===== config.mk =====
export PLATFORM = sky130hd
export DESIGN_NAME = l2_fanin_req_arb
export DESIGN_NICKNAME = d
export VERILOG_FILES = /design/src/rtl/l2_xbar_pkg.sv /design/src/rtl/l2_rr_prio_sel.sv /design/src/rtl/l2_fanin_req_arb.sv
export SDC_FILE = /design/constraint.sdc
export NUM_CORES = 1
export LEC_CHECK = 0
export BUFFER_PORTS_ARGS = -buffer_cell sky130_fd_sc_hd__buf_2
export CAP_MARGIN = 40
export CORE_AREA = 2 2 238 240
export DETAILED_ROUTE_END_ITERATION = 10
export DIE_AREA = 0 0 240 242
export GPL_TIMING_DRIVEN = 0
export SLEW_MARGIN = 20
export SYNTH_ARGS = -nofsm -noshare
export SYNTH_HDL_FRONTEND = slang
export SYNTH_SLANG_ARGS = --single-unit

===== constraint.sdc =====
create_clock -name clk -period 4.97 [get_ports clk]
set_input_delay 0.994 -clock clk [delete_from_list [all_inputs] [get_ports clk]]
set_output_delay 0.994 -clock clk [all_outputs]
set_load 0.01 [all_outputs]

===== src/rtl/l2_xbar_pkg.sv =====
// Shared L2 crossbar defaults: payload widths and the channel-index width helper.
package l2_xbar_pkg;

  localparam int unsigned ADDR_WIDTH = 32;
  localparam int unsigned DATA_WIDTH = 64;
  localparam int unsigned ID_WIDTH   = 16;

  // Index width for n channels, never narrower than one bit.
  function automatic int unsigned idx_width(input int unsigned n);
    return (n <= 1) ? 1 : $clog2(n);
  endfunction

endpackage


===== src/rtl/l2_rr_prio_sel.sv =====
// Circular find-first: lowest requester at or above ptr, wrapping to channel 0.
module l2_rr_prio_sel #(
  parameter int unsigned N_CH  = 4,
  parameter int unsigned IDX_W = 2
) (
  input  logic [N_CH-1:0]  req,
  input  logic [IDX_W-1:0] ptr,
  output logic [IDX_W-1:0] idx,
  output logic             found
);

  logic [2*N_CH-1:0] dbl;
  logic [2*N_CH-1:0] masked;
  int unsigned       pos;

  // Upper copy of req covers the wrap; bits below ptr in the lower copy are masked off.
  always_comb begin
    dbl   = {req, req};
    pos   = 0;
    found = 1'b0;
    for (int unsigned i = 0; i < 2 * N_CH; i++) begin
      masked[i] = dbl[i] & (i >= 32'(ptr));
    end
    for (int unsigned i = 0; i < 2 * N_CH; i++) begin
      if (!found && masked[i]) begin
        found = 1'b1;
        pos   = i;
      end
    end
    idx = IDX_W'((pos >= N_CH) ? (pos - N_CH) : pos);
  end

endmodule


===== src/rtl/l2_fanin_req_arb.sv =====
// N-channel round-robin request fan-in onto one L2 bank port, with the
// selection locked to a refused channel until the slave grants it.
module l2_fanin_req_arb #(
  parameter int unsigned N_CH       = 4,
  parameter int unsigned ADDR_WIDTH = l2_xbar_pkg::ADDR_WIDTH,
  parameter int unsigned DATA_WIDTH = l2_xbar_pkg::DATA_WIDTH,
  parameter int unsigned BE_WIDTH   = DATA_WIDTH / 8,
  parameter int unsigned ID_WIDTH   = l2_xbar_pkg::ID_WIDTH,
  parameter int unsigned IDX_W      = l2_xbar_pkg::idx_width(N_CH)
) (
  input  logic                       clk,
  input  logic                       rst,
  input  logic [N_CH-1:0]            data_req_i,
  input  logic [N_CH*ADDR_WIDTH-1:0] data_add_i,
  input  logic [N_CH*DATA_WIDTH-1:0] data_wdata_i,
  input  logic [N_CH-1:0]            data_wen_i,
  input  logic [N_CH*BE_WIDTH-1:0]   data_be_i,
  input  logic [N_CH*ID_WIDTH-1:0]   data_ID_i,
  output logic [N_CH-1:0]            data_gnt_o,
  output logic                       data_req_o,
  output logic [ADDR_WIDTH-1:0]      data_add_o,
  output logic [DATA_WIDTH-1:0]      data_wdata_o,
  output logic                       data_wen_o,
  output logic [BE_WIDTH-1:0]        data_be_o,
  output logic [ID_WIDTH-1:0]        data_ID_o,
  input  logic                       data_gnt_i,
  output logic [IDX_W-1:0]           sel_o
);

  logic [IDX_W-1:0] rr_ptr, rr_ptr_d;
  logic             lock, lock_d;
  logic [IDX_W-1:0] lock_idx, lock_idx_d;
  logic [IDX_W-1:0] rr_idx;
  logic             rr_found;
  logic             lock_hit;
  logic [IDX_W-1:0] sel;

  l2_rr_prio_sel #(
    .N_CH  (N_CH),
    .IDX_W (IDX_W)
  ) u_prio_sel (
    .req   (data_req_i),
    .ptr   (rr_ptr),
    .idx   (rr_idx),
    .found (rr_found)
  );

  assign data_req_o = |data_req_i;

  // A held lock only wins while the locked master still requests.
  assign lock_hit = lock & data_req_i[lock_idx];
  assign sel      = lock_hit ? lock_idx : (rr_found ? rr_idx : rr_ptr);
  assign sel_o    = sel;

  always_comb begin
    data_gnt_o   = '0;
    data_add_o   = '0;
    data_wdata_o = '0;
    data_wen_o   = 1'b1;
    data_be_o    = '0;
    data_ID_o    = '0;
    for (int unsigned k = 0; k < N_CH; k++) begin
      if (sel == IDX_W'(k)) begin
        data_gnt_o[k] = data_gnt_i & data_req_o;
        data_add_o    = data_add_i[k*ADDR_WIDTH +: ADDR_WIDTH];
        data_wdata_o  = data_wdata_i[k*DATA_WIDTH +: DATA_WIDTH];
        data_wen_o    = data_wen_i[k];
        data_be_o     = data_be_i[k*BE_WIDTH +: BE_WIDTH];
        data_ID_o     = data_ID_i[k*ID_WIDTH +: ID_WIDTH];
      end
    end
  end

  // Grant advances priority past the winner; refusal pins the current winner.
  always_comb begin
    rr_ptr_d   = rr_ptr;
    lock_d     = lock;
    lock_idx_d = lock_idx;
    if (data_req_o) begin
      if (data_gnt_i) begin
        rr_ptr_d = (sel == IDX_W'(N_CH - 1)) ? '0 : sel + IDX_W'(1);
        lock_d   = 1'b0;
      end else begin
        lock_d     = 1'b1;
        lock_idx_d = sel;
      end
    end else begin
      lock_d = 1'b0;
    end
  end

  always_ff @(posedge clk or posedge rst) begin
    if (rst) begin
      rr_ptr   <= '0;
      lock     <= 1'b0;
      lock_idx <= '0;
    end else begin
      rr_ptr   <= rr_ptr_d;
      lock     <= lock_d;
      lock_idx <= lock_idx_d;
    end
  end

endmodule


==> tab_implementation.tex <==
\begin{tabular}{lr}
\hline
Metric & Value \\
\hline
\multicolumn{2}{l}{\textbf{Status}} \\
Outcome & complete, no violations \\
\multicolumn{2}{l}{\textbf{Drt}} \\
Total via count in the routed design & 8,061 \\
Wirelength, routed & 38.5 mm \\
Pre-antenna DRT Iters & 5 \\
Number of vias per cell & 4.01 \\
Detailed-route DRC error count & 0 \\
DR iter-0 viols & 576 \\
Post-route antenna net violation count & 0 \\
Mean routed wirelength per cell & 19.1 um \\
\multicolumn{2}{l}{\textbf{Timing}} \\
Post-route clock skew & 3.48 ps \\
Transition time at the pin with the least slew margin & 819 ps \\
Count of final setup violators & 0 \\
Fin. Hold Viols & 0 \\
Highest clock rate & 0.205 GHz \\
Unrepaired setup endpoints after global routing & yes \\
Shortest period the worst path allows & 4870 ps \\
Final Max Tran Viols & 0 \\
Final period utilization & 0.980 \\
Relative slew slack & 0.454 \\
Worst Hold Margin & 559 ps \\
\multicolumn{2}{l}{\textbf{Critical path}} \\
Number of cell instances on the worst register-to-register path & 5 \\
Top cell family by delay on the critical path & compound AO/OA/AOI/OAI gates \\
Most frequent cell on the critical path & buf\_2 \\
CP Launch Point & data\_req\_i[3] \\
Worst setup path endpoint & data\_wen\_o \\
Ordered list of cells on the worst path & buf\_2 > mux4\_2 > and2\_4 > o41ai\_4 > inv\_2 > ha\_1 > nor2b\_4 > clkbuf\_1 > a221oi\_1 > a211oi\_1 > a21oi\_1 > buf\_2 \\
Data required time of the worst path & 3980 ps \\
Critical path type & input pin to primary output \\
Crit Reg-Reg Endpoint & rr\_ptr[1] \\
Buffer and inverter count on the worst path & 4 \\
Depth of the critical timing path with buffers and inverters included & 12 \\
Delay of the slowest cell on the worst path & 490 ps \\
Startpoint of the worst register-to-register path & lock\_idx[0] \\
Maximum fanout encountered on the critical timing path & 10 \\
Cell type of the slowest stage on the worst timing path & mux4\_2 \\
Kind of capture point of the worst setup path & primary output \\
R2R setup slack & 2860 ps \\
Startpoint type of the worst setup path & input pin \\
Critical Path AT & 3870 ps \\
\multicolumn{2}{l}{\textbf{Global routing}} \\
Global route total overflow & 0 \\
Maximum number of pins on one net before global-route repair & 11 \\
Vias in the first global route & 7,749 \\
Wire length of the first global-routing pass & 51.6 mm \\
Total routing resource utilization after global routing & 0.121 \\
Antenna violations before repair & 11 \\
\multicolumn{2}{l}{\textbf{Final layout}} \\
Nets & 1,746 \\
Post-route core utilization & 0.155 \\
Layout cell share with drive strength beyond 1 & 0.578 \\
Post-route cell area & 0.00862 mm2 \\
Most frequent cells in the layout & 629 x buf\_2, 125 x nand2\_1, 122 x nor2b\_1 \\
Most common library cell in the layout ignoring fill and taps & buf\_2 \\
Area growth, synth to finish & 116\% \\
\multicolumn{2}{l}{\textbf{CTS}} \\
Clk root buf & clkbuf\_16 \\
Clk slew on worst S/H paths & 40 ps \\
CTS buffer count & 3 \\
Number of buffers inserted by hold repair at cts & 0 \\
Number of sinks on the clock net & 5 \\
TritonCTS clock tree & yes \\
Deepest clock path buffer count & 2 \\
H-tree levels & 1 \\
Clock latency on the worst-skew pair & 230 ps \\
\multicolumn{2}{l}{\textbf{Place}} \\
Port buffer count & 618 \\
Routability cong. & 0.957 \\
Half-perimeter wire length of the detailed placement result & 32.1 mm \\
Placed Instance Area & 0.00815 mm2 \\
\multicolumn{2}{l}{\textbf{Floorplan}} \\
Number of standard-cell rows in the floorplan & 87 \\
DIE HEIGHT & 242 um \\
Starting density of the core & 0.0715 \\
Floorplan die width & 240 um \\
Top Ports & 619 \\
Core area & 0.0557 mm2 \\
Die area & 0.0581 mm2 \\
\multicolumn{2}{l}{\textbf{Yosys}} \\
Share of synthesized area occupied by flip-flops and latches & 0.0314 \\
FF+latch count, synth & 5 \\
Net count of the mapped netlist & 1,112 \\
Dominant combinational cell family by area after synthesis & compound AO/OA/AOI/OAI gates \\
Share of cell area taken by muxes after synthesis & 0.0223 \\
Xor and xnor fraction of the mapped netlist area & 0 \\
Synthesized-area fraction occupied by adder cells & 0.0126 \\
Avg Cell Area, Syn & 6.46 um2 \\
Number of cells produced by synthesis & 617 \\
Combined area of all synthesized cells & 0.00398 mm2 \\
Share of the synthesized area in compound gates (AO/OA/AOI/OAI) & 0.514 \\
Number of distinct standard cells referenced by the synthesized netlist & 29 \\
Count of synthesis-stage warnings from yosys & 0 \\
Area share of and/or/nand/nor cells after synthesis & 0.334 \\
\multicolumn{2}{l}{\textbf{Power}} \\
VDD IR-drop max & 227 uV \\
LEAKAGE & 4.01 nW \\
Power density over cell area & 730 mW/mm2 \\
\multicolumn{2}{l}{\textbf{Flow run}} \\
Max Cap Violations & 0 \\
\multicolumn{2}{l}{\textbf{Min path}} \\
Path type of the worst min-delay path & flip-flop to flip-flop \\
\hline
\end{tabular}
==> layout make-up <==
class	count	area (um2)
fillers	6510	47100
multi-input cells	525	3790
repair buffers	632	3240
well taps	756	946
plain buffers	78	398
flip-flops and latches	5	125
clock buffers	3	75.1
inverters	6	22.5
diodes	6	15.0
clock inverters	1	5.00
==> metal layers <==
layer  track usage  routed length (um)
met5             0                  48
met4        0.0469                1210
met3        0.0287                3660
met2         0.197               17800
met1         0.152               15800
==> repair_timing <==
item | in CTS | in global routing
pin swaps | 1 | 2
setup endpoints to repair | 124 | 94
buffers inserted | 1 | 1
cloned | 0 | 1
gates resized for setup | 53 | 52
endpoints found under the hold margin | 0 | 0
==> sequential cells by signal, summed over array words and instances (netlist names) <==
name / flops
lock: 1
lock_idx: 2
rr_ptr: 2
==> worst min-delay path by stage <==
stage | end | from | depth (start not counted)
6_report | rr_ptr[0] | rr_ptr[0] | 2
5_1_grt | rr_ptr[0] | rr_ptr[0] | 2
4_1_cts | rr_ptr[0] | rr_ptr[0] | 2
3_5_place_dp | rr_ptr[0] | rr_ptr[0] | 2
3_3_place_gp | rr_ptr[0] | rr_ptr[0] | 2
2_1_floorplan | rr_ptr[0] | rr_ptr[0] | 2
==> cell usage after synthesis <==
master	n	area share
o21ba_2	1	0.0025
and3_1	4	0.0063
nor3_1	2	0.0025
a221oi_1	120	0.26
and2_4	1	0.0022
a21oi_1	3	0.0038
mux2_2	5	0.014
ha_1	4	0.013
nand3b_1	1	0.0019
mux4_2	1	0.0057
and2b_2	1	0.0022
nor2b_1	123	0.19
buf_2	12	0.015
inv_1	6	0.0057
nor3_2	1	0.0025
nand2_1	125	0.12
clkbuf_1	69	0.065
nand3_1	1	0.0013
o21a_1	1	0.0019
o41ai_4	1	0.0069
dfrtp_1	5	0.031
a211oi_1	2	0.0038
o21ai_2	1	0.0022
nor2_1	3	0.0028
nor4_1	1	0.0016
o41ai_1	1	0.0022
o21ai_0	2	0.0025
o31ai_1	119	0.22
mux2i_1	1	0.0025
==> worst reg2reg max path, delay by kind of cell, from the launching register on <==
kind,cells,cell delay [ps]
fa+ha+maj,1,270
mux,2,770
flops,1,370
simple gates,1,190
compound gates,1,390
==> through the flow <==
step	setup slack [ps]	std cells	TNS (ps)	total power (W)
finish	102	2012	0	0.00629
global route	-30.6	2009	-30.6	0.00679
CTS	-2.25	2005	-2.25	0.00609
detailed placement	-978	2002	-68150	0.00575
global placement	-1760	1991	-163030	0.00566
floorplan	463	617	0	0.00312
==> power breakdown <==
group	internal (W)	switching [W]	total (W)
Sequential	0.0000576	0.0000200	0.0000776
Clock	0.000105	0.0000259	0.000131
Combinational	0.00238	0.00371	0.00608
Total	0.00254	0.00375	0.00629
==> cells by family (layout without fill, tap and decap cells) <==
kind of cell	after synthesis	in the layout
other cells	0	6
flops	5	5
simple gates	263	263
buf+inv	87	720
compound gates	251	251
mux	7	7
fa+ha+maj	4	4
No activity file was read; power rests on OpenSTA's default activity.
